### src/rtl/gx4000_palette_mixer.sv
// Plus-ASIC colour back end: CPU-writable 12-bit palette, two-stage pen lookup
// with per-channel expansion, and the programmable raster interrupt line counter.
module gx4000_palette_mixer #(
    parameter int CH_BITS  = 4,
    parameter int INK_PENS = 16,
    parameter int SPR_PENS = 16,
    parameter int PRI_BITS = 8
) (
    input  logic                                               clk_sys,
    input  logic                                               reset,
    input  logic                                               asic_enabled,
    input  logic [15:0]                                        cpu_addr,
    input  logic [7:0]                                         cpu_data,
    input  logic                                               cpu_wr,
    input  logic                                               pix_en,
    input  logic                                               de,
    input  logic [((INK_PENS > 1) ? $clog2(INK_PENS) : 1)-1:0] pen,
    input  logic [3:0]                                         spr_pen,
    input  logic                                               hsync,
    input  logic                                               vsync,
    input  logic                                               pri_ack,
    output logic [CH_BITS-1:0]                                 r_out,
    output logic [CH_BITS-1:0]                                 g_out,
    output logic [CH_BITS-1:0]                                 b_out,
    output logic                                               out_valid,
    output logic                                               pri_irq,
    output logic [PRI_BITS-1:0]                                line_count
);

    // Entry layout: ink pens 0..INK_PENS-1, border at INK_PENS, sprite pen k at
    // INK_PENS+k. Sprite pen 0 is transparent, so the border fills its slot.
    localparam int NUM_ENT = INK_PENS + SPR_PENS;
    localparam int IDX_W   = $clog2(NUM_ENT);

    localparam logic [IDX_W-1:0] BORDER_IDX = IDX_W'(INK_PENS);
    localparam logic [14:0]      ENT_LIMIT  = 15'(NUM_ENT);
    localparam logic [4:0]       SPR_LIMIT  = 5'(SPR_PENS);
    localparam logic [15:0]      PAL_BASE   = 16'h6400;
    localparam logic [15:0]      PRI_ADDR   = 16'h6800;

    logic [11:0]         palette [NUM_ENT];

    logic [15:0]         pal_off;
    logic [14:0]         pal_entry;
    logic [IDX_W-1:0]    pal_idx;
    logic                pal_hit;
    logic                pri_hit;
    logic [PRI_BITS+7:0] pri_wide;
    logic [PRI_BITS-1:0] pri_wdata;

    logic                spr_visible;
    logic [IDX_W-1:0]    sel_idx;
    logic [IDX_W-1:0]    s1_idx;
    logic                s1_valid;
    logic [11:0]         colour;

    logic                hsync_q;
    logic                vsync_q;
    logic                hs_rise;
    logic                vs_rise;
    logic [PRI_BITS-1:0] pri_line;
    logic [PRI_BITS-1:0] line_next;
    logic                pri_set;

    // ------------------------------------------------------------------
    // CPU register decode
    // ------------------------------------------------------------------
    assign pal_off   = cpu_addr - PAL_BASE;
    assign pal_entry = pal_off[15:1];
    assign pal_idx   = pal_entry[IDX_W-1:0];
    assign pal_hit   = cpu_wr && asic_enabled && (pal_entry < ENT_LIMIT);
    assign pri_hit   = cpu_wr && asic_enabled && (cpu_addr == PRI_ADDR);
    assign pri_wide  = {{PRI_BITS{1'b0}}, cpu_data};
    assign pri_wdata = pri_wide[PRI_BITS-1:0];

    // NOTE: the palette is a bank of flops rather than a RAM, so it can and
    // must be cleared by reset; a RAM macro would need a clearing sequencer.
    always_ff @(posedge clk_sys) begin
        if (reset) begin
            for (int i = 0; i < NUM_ENT; i++) begin
                palette[i] <= '0;
            end
        end else if (pal_hit) begin
            if (cpu_addr[0]) begin
                palette[pal_idx][7:4] <= cpu_data[3:0];
            end else begin
                palette[pal_idx][11:8] <= cpu_data[7:4];
                palette[pal_idx][3:0]  <= cpu_data[3:0];
            end
        end
    end

    // ------------------------------------------------------------------
    // Stage 1: pen selection
    // ------------------------------------------------------------------
    assign spr_visible = (spr_pen != 4'd0) && ({1'b0, spr_pen} < SPR_LIMIT);

    // NOTE: sel_idx takes its default before any branch so no path leaves it
    // unassigned, which would otherwise infer a latch.
    always_comb begin
        sel_idx = IDX_W'(pen);
        if (!de) begin
            sel_idx = BORDER_IDX;
        end else if (spr_visible) begin
            sel_idx = BORDER_IDX + IDX_W'(spr_pen);
        end
    end

    // ------------------------------------------------------------------
    // Stage 2: palette lookup and output register
    // ------------------------------------------------------------------
    // NOTE: non-blocking assignments make the lookup see the palette as it was
    // before this edge, giving read-before-write against a same-cycle CPU write.
    always_ff @(posedge clk_sys) begin
        if (reset) begin
            s1_idx    <= '0;
            s1_valid  <= 1'b0;
            colour    <= '0;
            out_valid <= 1'b0;
        end else begin
            out_valid <= 1'b0;
            if (pix_en) begin
                s1_idx    <= sel_idx;
                s1_valid  <= 1'b1;
                colour    <= palette[s1_idx];
                out_valid <= s1_valid;
            end
        end
    end

    // Replicating the nibble maps 4'hF to full scale at any output width.
    function automatic logic [CH_BITS-1:0] expand(input logic [3:0] c);
        logic [7:0] dup;
        dup = {c, c};
        return dup[7 -: CH_BITS];
    endfunction

    assign r_out = expand(colour[11:8]);
    assign g_out = expand(colour[7:4]);
    assign b_out = expand(colour[3:0]);

    // ------------------------------------------------------------------
    // Programmable raster interrupt
    // ------------------------------------------------------------------
    assign hs_rise   = hsync && !hsync_q;
    assign vs_rise   = vsync && !vsync_q;
    assign line_next = line_count + PRI_BITS'(1);
    assign pri_set   = hs_rise && !vs_rise && (line_next == pri_line) && (pri_line != '0);

    always_ff @(posedge clk_sys) begin
        if (reset) begin
            hsync_q    <= 1'b0;
            vsync_q    <= 1'b0;
            line_count <= '0;
            pri_line   <= '0;
            pri_irq    <= 1'b0;
        end else begin
            hsync_q <= hsync;
            vsync_q <= vsync;

            if (vs_rise) begin
                line_count <= '0;
            end else if (hs_rise) begin
                line_count <= line_next;
            end

            // A new match outranks an acknowledge arriving in the same cycle.
            if (pri_set) begin
                pri_irq <= 1'b1;
            end else if (pri_ack) begin
                pri_irq <= 1'b0;
            end

            if (pri_hit) begin
                pri_line <= pri_wdata;
            end
        end
    end

endmodule

### config.mk
export PLATFORM = sky130hd
export DESIGN_NAME = gx4000_palette_mixer
export DESIGN_NICKNAME = d
export VERILOG_FILES = /design/src/rtl/gx4000_palette_mixer.sv
export SDC_FILE = /design/constraint.sdc
export NUM_CORES = 1
export LEC_CHECK = 0
export CORE_UTILIZATION = 56
export CTS_CLUSTER_DIAMETER = 40
export DETAILED_ROUTE_END_ITERATION = 16
export PLACE_DENSITY_LB_ADDON = 0.12
export SYNTH_ARGS = -nofsm -noshare
export SYNTH_HDL_FRONTEND = slang
export SYNTH_SLANG_ARGS = --single-unit
### constraint.sdc
create_clock -name clk_sys -period 2.26 [get_ports clk_sys]
set_input_delay 0.452 -clock clk_sys [delete_from_list [all_inputs] [get_ports clk_sys]]
set_output_delay 0.452 -clock clk_sys [all_outputs]
set_load 0.01 [all_outputs]
Yosys cells after proc, flatten, opt, wreduce, memory -nomap -nowiden. Memories as Yosys holds them, arrays and structs flattened. A register that Yosys moved wholly into a read port is not among the register bits. Index checks and enable logic that the tools add are counted.

Memories: 1. Logic and storage cells: 50. Register bits: 26. Input port bits: 41. Bits in writable memories: 384. Output and inout port bits: 22.

Memory list: palette (words 32, width 12, read ports 1, clocked after Yosys merged registers in 1, write ports 32, RTL line 41) `logic [11:0] palette [NUM_ENT];`.

Bitwise gates (word level): 1. Add/subtract/negate cells: 3. Eq/ne operators: 2. Order comparisons: 1. Reductions and logical operators: 17. Multiplexer cells: 17.

Operator list (count): $eq A16 B15 Y1 const B (1); $sub A16 B15 Y16 const B (1); $lt A15 B6 Y1 const B (1); $mux W5 (3); $mux W1 (12); $mux W12 (1); $reduce_or A12 Y1 (1); $add A8 B1 Y8 const B (1); $eq A8 B8 Y1 (1); $logic_and A1 B1 Y1 (8); $reduce_bool A8 Y1 (1); $add A5 B4 Y5 const A (1); $reduce_bool A4 Y1 (1); $reduce_or A2 Y1 (2); $logic_not A1 Y1 (3); $mux W2 (1); $reduce_bool A2 Y1 (1); $not A1 Y1 (1).

Depth between registers and ports, before layout.
Depth after elaboration: 8. Gate-level depth with buffers: 8. Depth with buffers taken out: 6.

Least setup slack after synthesis. Ideal clock, no wire load.

Path kind: in2reg. Start point: input port cpu_addr[12]. End point: memory palette[13][0], enable pin. Path buffers: 2. Cell stages on the path: 7. Setup slack: -0.057 ns. Arrival time: 1.988 ns. Data required time: 1.931 ns. Library setup time: 0.329 ns. Path through: nor4b_1 > and3_1 > buf_2 > buf_2 > nand3_1 > nor2_1 > or2_1.

RTL lines: from (decl) (RTL line 12) `input logic [15:0] cpu_addr,`; to (decl) (RTL line 41).

==> out/results.txt <==
Outcome: complete, but fails checks
Violations in the final reports: setup timing
P_leak: 8.337 nW
Port bufs: 62
Crit path buf inv count: 2
Final wirelength: 50020 microns
Synth Area in XOR/XNOR: 0.007508
Simple-gate share of the synthesized area: 0.1668
Yosys warns: 0
Initial antenna violation count: 0
Syn Nets: 1629
Die W: 190.2 microns
Clock Tree Buf Depth: 3
Clock-pin transition on the worst setup and hold timing paths: 0.06 ns
Global-route wire length before repair: 74730 microns
Fin nets: 1774
Global route hottest layer: met2
Slowest cell delay on critical path: 0.63 ns
Pins Over Slew Limit: 0
Max-cap violations: 0
Total track usage: 0.2809
Crit path DAT: 2.80 ns
Met3 usage in global routing: 0.04685
Power Dens Cells: 813.9 nW/um^2
# rows: 68
Synth Area in Compound Gates: 0.07306
Slew Limit Headroom: 0.5385
Asr flop ratio synth: 0
Adder-cell area share of the yosys netlist: 0.0006310
Pin count of the biggest net entering global routing: 89
Synthesized area: 19830 sq um
# setup viols final: 1
M1 GR Usage: 0.3779
GP Congestion: 0.9028
WL/cell: 22.38 microns
Layout Area Growth over Synthesis: 20.95%
Yosys reg bits: 422
Final Worst Setup Slack: -0.02435 ns
IO Pins: 63
Ys flop type: edfxtp_1
Via/cell ratio: 5.830
Share of layout cells above drive strength 1: 0.1664
Final Skew: 0.01498 ns
Worst VDD drop: 656.2 uV
Number of nets still failing antenna checks after routing: 0
Vias in the first global route: 12890
Core area: 34710 sq um
Distinct cells, synth: 46
Fin crit share: 1.011
Critical path class: reg -> reg
First-pass detailed-route iteration total: 5
CP max-delay cell: or4_1
Grt ovf: 0
CP delay by family, top: compound AO/OA/AOI/OAI gates
Mux contribution to synthesized area: 0.1010
EDFF count, synth: 384
Total power: 19.52 mW
Root buf cell: clkbuf_16
Post-DP HPWL: 32370 microns
Gate Count Post-Synth: 1587
HP Class: in -> reg
CTS tree: done
DR iter-0 viols: 1098
Die height: 190.2 microns
Worst slew pin tran: 0.6922 ns
Most frequent cells in the layout: 384 x edfxtp_1, 261 x and2_1, 200 x mux2i_1, 194 x nor2_1, 103 x buf_4
CTS Buf Count: 55
DRC: 0
Avg Cell Area, Syn: 12.50 sq um
Fin crit period: 2.284 ns
Register area share after synthesis: 0.6198
Cell Chain, Critical Path: buf_12 -> clkbuf_16 -> mux2i_1 -> a22oi_1 -> a21oi_1 -> or4_1 -> a211oi_2
Final Hold Fails: 0
GR Util met2: 0.4620
Full die area: 36170 sq um
Critical path startpoint category: register
Initial core utilization: 0.5713
H-Tree Depth: 2
Max Fclk: 0.4378 GHz
Crit end category: register
Clock Latency Late Sink: 0.60 ns
Post-layout util: 0.6909
CP required: 2.77 ns
Placed inst area: 21870 sq um
Post-route cell area: 23980 sq um
Largest family of logic cells by synthesized area: simple AND/OR/NAND/NOR gates
CP Max Fanout: 11
Via count: 13030
Total clock sinks: 422
Most common cell after layout, fill and taps aside: edfxtp_1
## sequential cells by signal, indices dropped and copies added, names as in the netlist, 5 cells and up
name and count:
line_count 8, s1_idx 5, colour 12, palette 384, pri_line 8
## where the power goes
part	internal, mW	switching, mW
clock network	5.65	3.48
logic	0.563	0.821
registers	8.87	0.136
total	15.1	4.44
## final cells by class
class	instances	area (sq um)
antenna	1	2.502
clock buffer	64	1431
clock inverter	40	506.7
fill	2505	10730
inverter	5	18.77
multi-input combinational	1044	6969
sequential	422	12300
tap	455	569.3
timing repair buffer	204	2188
## layer usage
layer / wire [microns] / vias up
li1: - / 6037
met1: 20640 / 6381
met2: 24120 / 517
met3: 3782 / 94
met4: 1470 / 0
met5: 0 / -
## cell families after synthesis
logic type      after synthesis
mux                         200
compound gates              203
xor+xnor                     17
fa+ha+maj                     1
buf+inv                     121
flops                       422
simple gates                623
## synthesized netlist by cell type, types with 4 or more instances
| master | number | area, sq um |
|---|---|---|
| edfxtp_1 | 384 | 11530 |
| and2_1 | 262 | 1639 |
| mux2i_1 | 200 | 2002 |
| nor2_1 | 195 | 732.0 |
| a22oi_1 | 96 | 720.7 |
| clkbuf_1 | 77 | 289.0 |
| nand2_1 | 54 | 202.7 |
| a21oi_1 | 53 | 265.3 |
| dfxtp_1 | 38 | 760.7 |
| a21o_1 | 34 | 255.2 |
| or2_2 | 30 | 187.7 |
| nand3_1 | 14 | 70.07 |
| a211oi_2 | 12 | 150.1 |
| or4_1 | 12 | 90.09 |
| buf_1 | 11 | 41.29 |
| nor2b_1 | 9 | 56.30 |
| xnor2_1 | 9 | 78.83 |
| buf_4 | 8 | 60.06 |
| buf_6 | 8 | 90.09 |
| xor2_1 | 8 | 70.07 |
| and3_1 | 7 | 43.79 |
| nand4_1 | 7 | 43.79 |
| nor3_1 | 7 | 35.03 |
| buf_2 | 6 | 30.03 |
| nand2b_1 | 6 | 37.54 |
| inv_1 | 5 | 18.77 |
| o21ai_0 | 4 | 20.02 |
## per-stage QoR
| step | hold slack (ns) | cells | setup slack (ns) | setup TNS, ns |
|---|---|---|---|---|
| floorplan | 0.4101 | 1587 | 0.001511 | 0 |
| global placement | 0.4243 | 2122 | -0.4675 | -221.53 |
| detailed placement | 0.4189 | 2122 | -0.4686 | -206.44 |
| CTS | 0.3925 | 2227 | 0.01071 | 0 |
| global route | 0.3864 | 2234 | -0.007010 | -0.01435 |
| finish | 0.3711 | 2235 | -0.02435 | -0.02435 |
## path summary, 6_finish.rpt
kind,slack [ns],cells after the start,startpoint,to
hold / removal,0.37,3,reset,pri_line[1]$_SDFFE_PP0P_
hold reg to reg,0.43,2,s1_valid$_SDFFE_PP0P_,out_valid$_SDFF_PP0_
setup / recovery,-0.02,7,s1_idx[0]$_SDFFE_PP0P_,colour[10]$_SDFFE_PP0P_
setup reg to reg,-0.02,7,s1_idx[0]$_SDFFE_PP0P_,colour[10]$_SDFFE_PP0P_
## worst min-delay path: stages
cell and delay, ns:
buf_4 0.13, buf_12 0.20, nor2_1 0.13
## what timing repair did
item                                    4_1_cts  5_1_grt
resized for setup                             3        7
endpoints found under the hold margin         0        0
endpoints found under the setup margin       10       13
cloned                                        1        2
setup buffers                                 0        5
pin swaps                                     0        1
hold buffers                                  0        0
Power figures use the tool's default switching activity.
